===== config.mk =====
export PLATFORM = sky130hd
export DESIGN_NAME = uart_tx_pid_framer
export DESIGN_NICKNAME = d
export VERILOG_FILES = /design/src/rtl/uart_tx_pid_framer.sv
export SDC_FILE = /design/constraint.sdc
export NUM_CORES = 1
export LEC_CHECK = 0
export CAP_MARGIN = 5
export CORE_MARGIN = 1.5
export CORE_UTILIZATION = 51
export CTS_CLUSTER_SIZE = 40
export DETAILED_ROUTE_END_ITERATION = 10
export GPL_TIMING_DRIVEN = 0
export PLACE_DENSITY_LB_ADDON = 0.05
export SETUP_SLACK_MARGIN = 0.4
export SLEW_MARGIN = 5
export SYNTH_ARGS = -nofsm -noshare
export SYNTH_HDL_FRONTEND = slang
export SYNTH_SLANG_ARGS = --single-unit

===== constraint.sdc =====
create_clock -name clk -period 2.6 [get_ports clk]
set_input_delay 0.52 -clock clk [delete_from_list [all_inputs] [get_ports clk]]
set_output_delay 0.52 -clock clk [all_outputs]
set_load 0.03 [all_outputs]

===== src/rtl/uart_tx_pid_framer.sv =====
// PID link transmit framer: snapshots y1/y2 and emits AA/PID/VALUE/55 frames into a byte-wide UART TX.
// Optional build macro UART_TX_TEST_FRAME_EN appends a PID 0x69 frame carrying y1[7:0].
module uart_tx_pid_framer #(
  parameter int GAP_CYCLES = 0
) (
  input  logic        clk,
  input  logic        rst,
  input  logic        send,
  input  logic [31:0] y1,
  input  logic [31:0] y2,
  input  logic        tx_done,
  output logic        tx_start,
  output logic [7:0]  tx_byte,
  output logic        busy,
  output logic        done
);

  // state  | meaning
  // IDLE   | waiting for send, busy low
  // START  | tx_start pulse cycle for the current byte
  // WAIT   | byte in flight, waiting for tx_done
  // GAP    | idle spacing between frames
  // FIN    | done pulse, returns to IDLE
  typedef enum logic [2:0] {S_IDLE, S_START, S_WAIT, S_GAP, S_FIN} state_t;

`ifdef UART_TX_TEST_FRAME_EN
  localparam logic [3:0] LAST_FRAME = 4'd8;
`else
  localparam logic [3:0] LAST_FRAME = 4'd7;
`endif

  state_t      state_q;
  logic [3:0]  frame_q;
  logic [1:0]  byte_q;
  logic [7:0]  gap_q;
  logic [31:0] w1_q, w2_q;
  logic        tx_start_q, busy_q, done_q;
  logic [7:0]  tx_byte_q;

  // Frames 0-3 carry w1 MSB first, 4-7 carry w2, frame 8 is the test frame.
  function automatic logic [7:0] frame_byte(input logic [3:0] f, input logic [1:0] b,
                                            input logic [31:0] a1, input logic [31:0] a2);
    logic [31:0] word;
    logic [7:0]  pid, val;
    word = f[2] ? a2 : a1;
    pid  = {2'b00, f[2] ? 2'b10 : 2'b01, 2'b00, f[1:0]};
    case (f[1:0])
      2'd0:    val = word[31:24];
      2'd1:    val = word[23:16];
      2'd2:    val = word[15:8];
      default: val = word[7:0];
    endcase
`ifdef UART_TX_TEST_FRAME_EN
    if (f[3]) begin
      pid = 8'h69;
      val = a1[7:0];
    end
`endif
    case (b)
      2'd0:    frame_byte = 8'hAA;
      2'd1:    frame_byte = pid;
      2'd2:    frame_byte = val;
      default: frame_byte = 8'h55;
    endcase
  endfunction

  always_ff @(posedge clk) begin
    if (rst) begin
      state_q    <= S_IDLE;
      frame_q    <= 4'd0;
      byte_q     <= 2'd0;
      gap_q      <= 8'd0;
      w1_q       <= 32'd0;
      w2_q       <= 32'd0;
      tx_start_q <= 1'b0;
      tx_byte_q  <= 8'h00;
      busy_q     <= 1'b0;
      done_q     <= 1'b0;
    end else begin
      tx_start_q <= 1'b0;
      done_q     <= 1'b0;
      case (state_q)
        S_IDLE: begin
          if (send) begin
            w1_q       <= y1;
            w2_q       <= y2;
            frame_q    <= 4'd0;
            byte_q     <= 2'd0;
            busy_q     <= 1'b1;
            tx_start_q <= 1'b1;
            tx_byte_q  <= 8'hAA;
            state_q    <= S_START;
          end
        end
        S_START: state_q <= S_WAIT;
        S_WAIT: begin
          if (tx_done) begin
            if (byte_q != 2'd3) begin
              byte_q     <= byte_q + 2'd1;
              tx_start_q <= 1'b1;
              tx_byte_q  <= frame_byte(frame_q, byte_q + 2'd1, w1_q, w2_q);
              state_q    <= S_START;
            end else if (frame_q == LAST_FRAME) begin
              done_q  <= 1'b1;
              state_q <= S_FIN;
            end else begin
              frame_q <= frame_q + 4'd1;
              byte_q  <= 2'd0;
              if (GAP_CYCLES == 0) begin
                tx_start_q <= 1'b1;
                tx_byte_q  <= 8'hAA;
                state_q    <= S_START;
              end else begin
                gap_q   <= 8'(GAP_CYCLES - 1);
                state_q <= S_GAP;
              end
            end
          end
        end
        S_GAP: begin
          if (gap_q == 8'd0) begin
            tx_start_q <= 1'b1;
            tx_byte_q  <= 8'hAA;
            state_q    <= S_START;
          end else begin
            gap_q <= gap_q - 8'd1;
          end
        end
        S_FIN: begin
          busy_q  <= 1'b0;
          state_q <= S_IDLE;
        end
        default: state_q <= S_IDLE;
      endcase
    end
  end

  assign tx_start = tx_start_q;
  assign tx_byte  = tx_byte_q;
  assign busy     = busy_q;
  assign done     = done_q;

endmodule


Word-level counts from Yosys, hierarchy flattened. Cells that the tools add are included.

Multiplexer cells: 35. Reduce and logical (&&, ||, !) cells: 15. Bitwise operators: 3. Add/sub/neg operators: 3. Eq/ne operators: 16.

Operator list (number): $pmux 8 s3 (3); $mux 8 (5); $mux 32 (1); $mux 4 (4); $mux 3 (5); $ne 2x2->1 const B (6); $pmux 3 s4 (1); $mux 2 (5); $reduce_and 5->1 (2); $logic_not 8->1 (1); $pmux 4 s2 (1); $sub 8x1->8 const B (1); $mux 1 (7); $eq 3x2->1 const B (2); $reduce_and 2->1 (3); $add 4x1->4 const B (1); $eq 2x1->1 const B (2); $eq 2x2->1 const B (2); $eq 4x3->1 const B (1); $logic_not 2->1 (2); $pmux 2 s2 (1); $reduce_and 4->1 (1); $reduce_bool 2->1 (2); $reduce_or 4->1 (1); other kinds (10) (12).

Register bits after elaboration: 92.

Longest topological paths before layout.
Depth in word-level cells: 6. Mapped depth: 8. Gate-level depth less buffers: 6.

Least setup slack after synthesis. Ideal clock, no wire load.

Path type: register -> register. From: register gap_q[0]. To: register tx_byte_q[2] (netlist: tx_byte[2]). Stages on the path, launching flop included: 8. Data arrival time: 1975 ps. Period minus slack after synthesis: 2044 ps. Setup slack: 556 ps. Required time: 2531 ps. Buffers on the path: 1. Path through: dfxtp_1 > inv_1 > ha_1 > or3b_2 > o21a_1 > buf_6 > or4_4 > o21ai_1.

Cells in the longest elaborated chain, start to end: 3.

Ends and longest elaborated chain: start: declaration (RTL line 35) `logic [7:0] gap_q;`; start signal: assignment (RTL line 114) `gap_q <= 8'(GAP_CYCLES - 1);`; start signal: assignment (RTL line 126) `gap_q <= gap_q - 8'd1;`; $logic_not 8->1 (RTL line 121) `if (gap_q == 8'd0) begin`; $ne 2x2->1 (no source line); $reduce_and 5->1 (no source line); end signal: assignment (RTL line 101) `tx_byte_q <= frame_byte(frame_q, byte_q + 2'd1, w1_q, w2_q);`; end: declaration (RTL line 38) `logic [7:0] tx_byte_q;`.

No other way between the ends. A chain may end at the register's enable or synchronous reset.

Worst setup path after layout.
From: register gap_q[3]. To: register tx_byte_q[4] (netlist: tx_byte[4]).

The elaborated chain is that of the path after synthesis.

==> results.cfg <==
[worst_setup_path]
rrSetupSlack_ns = 0.51
crit_type = flip-flop to flip-flop
critical_path_arrival_ns = 2.40
path_max_fanout = 10
startpoint_type = flip-flop
r2r_cells = 5
worstSetupEndpointType = flip-flop
worstSetupStartpoint = gap_q[3]$_SDFFE_PP0P_
required_ns = 2.91
worstReg2RegEnd = tx_byte[4]$_SDFFE_PP0P_
r2r-start = gap_q[3]$_SDFFE_PP0P_

[global_routing]
grt_max_degree = 16
grt_pass1_vias = 3737
antenna_found_initial = 0
grt-ovfl-total = 0
grt.total_usage_pct = 26.8
grt_pass1_wl_um = 17800

[clocking]
clk_path_buf_depth = 2
post_cts.repair.setup_buffers = 0
clk-insertion-delay-late_ns = 0.37
root_buffer = clkbuf_8
clock_sinks = 92
clk_pin_slew_ns = 0.09
htree_levels = 3
ctsResizeCount = 2
cts_buffers = 9
cts_tree = built
cts_hold_buf = 0

[final_layout]
layout.nets = 686
layout_common_cells = 150 x nand2_1, 92 x dfxtp_1, 87 x a21oi_1
area_delta_synth_final_pct = 27.3
final_common_cell = nand2_1
drive_gt1_share_pct = 5.70
n_antenna_cell = 0

[floorplanning]
ioPinCount = 79
coreArea_mm2 = 0.00773
dieArea_mm2 = 0.00856
initial_utilization_pct = 52.9
die_h_um = 92.5
rows = 32
die_w_um = 92.5

[timing]
finalMaxSlewViolations = 0
fin_crit_ns = 2.09
rsz0062_at_grt = false
finClkSkew_ns = 0.00742
worst_pin_slew_ns = 0.591
hold_ws_ns = 0.459
fmax_mhz = 479
hold_viol = 0
fin_crit_sh_pct = 80.4
setup_viol = 0
tns_ns = 0
max_slew_margin_pct = 60.6

[synth]
syn_area_mm2 = 0.00409
ys_seq_elements = 92
synthCells = 520
yosys_warnings = 0
synth_flop_cell = dfxtp_1
async_reset_ff_share_pct = 0
synth_cell_types = 49
synth_edf_count = 0
syn-num-nets = 597
synth_area_per_cell_um2 = 7.86
ys_seq_area_share_pct = 45.0

[routing]
drtPass1Iterations = 5
detail_route.wl_per_cell_um = 15.3
routed_wl_um = 11000
viasPerCell = 5.63
num_vias = 4030
drt_iter0_markers = 189
ant_nets = 0
drc = 0

[worst_hold_path]
hold_depth = 2
min-delay-start = w1_q[18]$_SDFFE_PP0P_
hold_class = flip-flop to flip-flop
min_to = w1_q[18]$_SDFFE_PP0P_

[power_and_ir_drop]
vdd_drop_max_v = 0.000347
p_leak_uw = 0.00182
powerDensity_mw_per_mm2 = 589

[run_status]
status = finished clean

[job]
maxCapViolations = 0

[place]
post-dp-hpwl_um = 8100
portBuffers = 78
place_congestion = 0.868
-- Yosys cell counts (2+ instances only) --
master / instances / area share (%)
o21a_1: 3 / 0.55
nor2_1: 11 / 1.0
or4_1: 3 / 0.55
nor2b_1: 6 / 0.92
mux2i_1: 7 / 1.7
ha_1: 9 / 2.8
a21oi_1: 87 / 11
a221oi_1: 2 / 0.43
nand4_1: 2 / 0.31
o21ai_1: 4 / 0.49
a22oi_1: 16 / 2.9
clkbuf_1: 31 / 2.8
a211oi_1: 7 / 1.3
nand2b_1: 4 / 0.61
o311ai_0: 4 / 0.86
a31oi_1: 11 / 1.7
o31ai_1: 4 / 0.73
dfxtp_1: 92 / 45
o21ai_0: 8 / 0.98
nand3_1: 6 / 0.73
buf_1: 5 / 0.46
nor3_1: 5 / 0.61
o211ai_1: 2 / 0.37
nand3b_1: 2 / 0.37
xor2_1: 4 / 0.86
inv_1: 8 / 0.73
nand2_1: 150 / 14
or4_4: 2 / 0.55
a32oi_1: 4 / 0.86
nand4b_1: 2 / 0.43
-- per-stage QoR --
stage          util, %  power, uW  cells  instance area, um2  setup WS [ns]
2_1_floorplan        -       1940    520                4090          0.556
3_3_place_gp      64.7       2180    700                5000         0.0517
3_5_place_dp      64.7       2200    700                5000         0.0314
4_1_cts           67.0       3060    716                5180          0.405
5_1_grt           67.3       3210    716                5200          0.411
6_report          67.3       3070    716                5200          0.510
-- cell type report --
type / count / area [um2]
Fill cell: 669 / 2520
Inverter: 8 / 30.0
Clock inverter: 5 / 36.3
Sequential cell: 92 / 1840
Tap cell: 102 / 128
Clock buffer: 11 / 141
Buffer: 38 / 164
Multi-Input combinational cell: 382 / 2080
Timing Repair Buffer: 78 / 781
-- state kept, by name, summed over array words and instances, names as in the netlist --
name	cells
state_q	3
busy	1
w2_q	32
byte_q	2
w1_q	32
done	1
tx_start	1
tx_byte	8
frame_q	4
gap_q	8
-- worst max-delay path, cell delays in order, from the launching register on --
cell and delay (ns):
dfxtp_1 0.38, or4_4 0.59, o21a_1 0.22, buf_6 0.14, or4_4 0.56, o21ai_1 0.14
-- worst max path at each step --
stage	endpoint	slack [ns]	cells past startpoint
3_3_place_gp	w2_q[11]$_SDFFE_PP0P_	0.05	6
4_1_cts	w1_q[10]$_SDFFE_PP0P_	0.41	6
5_1_grt	tx_byte[1]$_SDFFE_PP0P_	0.41	7
6_report	tx_byte[4]$_SDFFE_PP0P_	0.51	5
2_1_floorplan	tx_byte[2]$_SDFFE_PP0P_	0.56	7
3_5_place_dp	w2_q[10]$_SDFFE_PP0P_	0.03	6
-- logic make-up (layout without fill, tap and decap cells) --
logic type / count (synthesis) / count (layout) / share of synthesized area (%)
AND/OR/NAND/NOR: 203 / 203 / 21.8
buffers and inverters: 46 / 140 / 4.50
XOR/XNOR: 5 / 5 / 1.07
flip-flops: 92 / 92 / 45.0
AO/OA/AOI/OAI: 158 / 158 / 23.1
adder cells (fa/ha/maj): 9 / 9 / 2.75
multiplexers: 7 / 7 / 1.71
-- per-layer routing --
metal  track usage (%)  vias to the layer above  part of all wire (%)
met3              5.01                       19                   4.6
met4              8.21                        0                   1.8
li1                  -                     1995                     -
met5                 0                        -                     0
met2              45.6                      117                    49
met1              34.2                     1899                    45
-- power breakdown --
| part | switching, uW | internal (uW) |
|---|---|---|
| clock network | 511 | 375 |
| registers | 65.0 | 1510 |
| logic | 346 | 256 |
Power figures use the tool's default switching activity.
==> edit: new RTL, same settings <==
`GAP_CYCLES`: 0 -> 1.
--- a/src/rtl/uart_tx_pid_framer.sv
+++ b/src/rtl/uart_tx_pid_framer.sv
@@ -3,3 +3,3 @@
 module uart_tx_pid_framer #(
-  parameter int GAP_CYCLES = 0
+  parameter int GAP_CYCLES = 1
 ) (
Formal check against the unedited RTL: not equivalent (Yosys sat finds a counterexample within 10 cycles, from zero or initial values and one cycle with rst high).
==> edit against the unedited design <==
- combinational power shrank 18%
- synthesized area up 3.3%
- count of clock-buffer cells in the layout shrank 1
- sequential cell count did not move
- largest cell class unchanged
- wire length increased by 1.5%
- worst hold slack worse by 0.0018 ns
- non-clock buffer count increased by 2
- final area increased by 3.2%
- global-route usage fell by 1.1 points
- sequential power down 3%
- power decreased by 4.5%
- first-iteration DRC count increased by 71%
- worst setup slack got worse by 0.0063 ns
==> edit: results (changes against the unedited design) <==
Clock Tree Root: clkbuf_8
Rel. slew slack: 59.5% (-1.1 points)
RD Place Congestion: 0.865 (-0.35%)
number of global-route vias before repair: 3,618 (-3.2%)
leak pwr: 0.00192 uW (+5.7%)
pre-CTS WS: -0.00664 ns (-0.0380 ns)
fill count: 728 (+8.8%)
drt first-iter violations: 323 (+71%)
post-layout util: 66.0% (-1.3 points)
I/O Buffers: 77 (-1.3%)
synth cell count leaders: 154 x nand2_1, 92 x dfxtp_1, 81 x a21oi_1, 25 x clkbuf_1, 16 x inv_1
Post-Route Skew: 0.00754 ns (+0.000116 ns)
placed instance area: 5130 um2 (+2.6%)
Detailed Routing Iterations Pass 1: 5 (unchanged)
worst ir drop on vdd: 301 uV (-13%)
Total GRT Usage: 25.7% (-1.1 points)
ratio of cells with drive above 1 in the final layout: 7.85% (+2.2 points)
status: completed
Synth area leaders: dfxtp_1 44%, nand2_1 14%, a21oi_1 9.6%
first-pass GRT wire length: 17,400 um (-2.2%)
Cells after Synth: 529 (+1.7%)
Via Count: 4,121 (+2.3%)
Syn Nets: 607 (+1.7%)
placed cells: 711 (+1.6%)
largest net degree at the start of global routing: 17 (+1)
Distinct cells, synth: 48 (-2.0%)
vias per cell: 5.65 (+0.43%)
sequential fraction of the synthesis area: 43.6% (-1.4 points)
Top FF cell, synth: dfxtp_1
edit: logic make-up after synthesis:
logic type / synth area share (%)
DFF: 43.6
adders and majority gates: 2.96
and+or+nand+nor: 22.1
AOI/OAI and AO/OA: 23.0
buffers and inverters: 5.30
muxes: 3.08
edit: report_power, final:
| part | switching, uW | internal (uW) | leakage [uW] | total (uW) |
|---|---|---|---|---|
| combinational | 270 | 226 | 0.00108 | 496 |
| clock | 513 | 380 | 0.0000851 | 892 |
| sequential | 48.5 | 1490 | 0.000755 | 1540 |
edit: metal layers:
layer / part of all wire [%] / GRT usage [%]
met4: 2.7 / 11.1
met3: 6.1 / 5.58
met5: 0 / 0
met1: 45 / 33.0
met2: 46 / 41.5
edit: stage by stage:
stage | hold slack, ns | total power, uW
6_report | 0.457 | 2930
5_1_grt | 0.476 | 3070
4_1_cts | 0.458 | 2940
3_5_place_dp | 0.446 | 2050
3_3_place_gp | 0.442 | 2040
2_1_floorplan | 0.436 | 1830
edit: path summary, 6_finish.rpt:
kind	slack, ns	cells after the start	end	from
worst max-delay path	0.50	8	w1_q[4]	send
worst min-delay path	0.46	2	w1_q[31]	w1_q[31]
worst max register to register	0.53	8	tx_byte[0]	frame_q[1]
worst min register to register	0.46	2	w1_q[31]	w1_q[31]
edit: timing repair:
| action | 4_1_cts | 5_1_grt |
|---|---|---|
| setup endpoints to repair | 12 | 62 |
| setup buffers | 0 | 2 |
| pin swaps | 1 | 3 |
| gates resized for setup | 8 | 18 |
edit: layout make-up:
cell class	count	share of cell area (%)
clock inverters	6	0.909
well taps	105	2.45
clock buffers	10	2.56
multi-input cells	382	40.2
flip-flops and latches	92	34.4
inverters	16	1.12
plain buffers	39	3.66
repair buffers	79	14.6
edit: critical path, stage by stage:
cell and delay [ns]:
clkdlybuf4s50_1 0.49, nor2b_1 0.19, clkbuf_2 0.24, and2_1 0.17, buf_2 0.28, clkbuf_4 0.29
nand2_1 0.09, a21oi_1 0.12
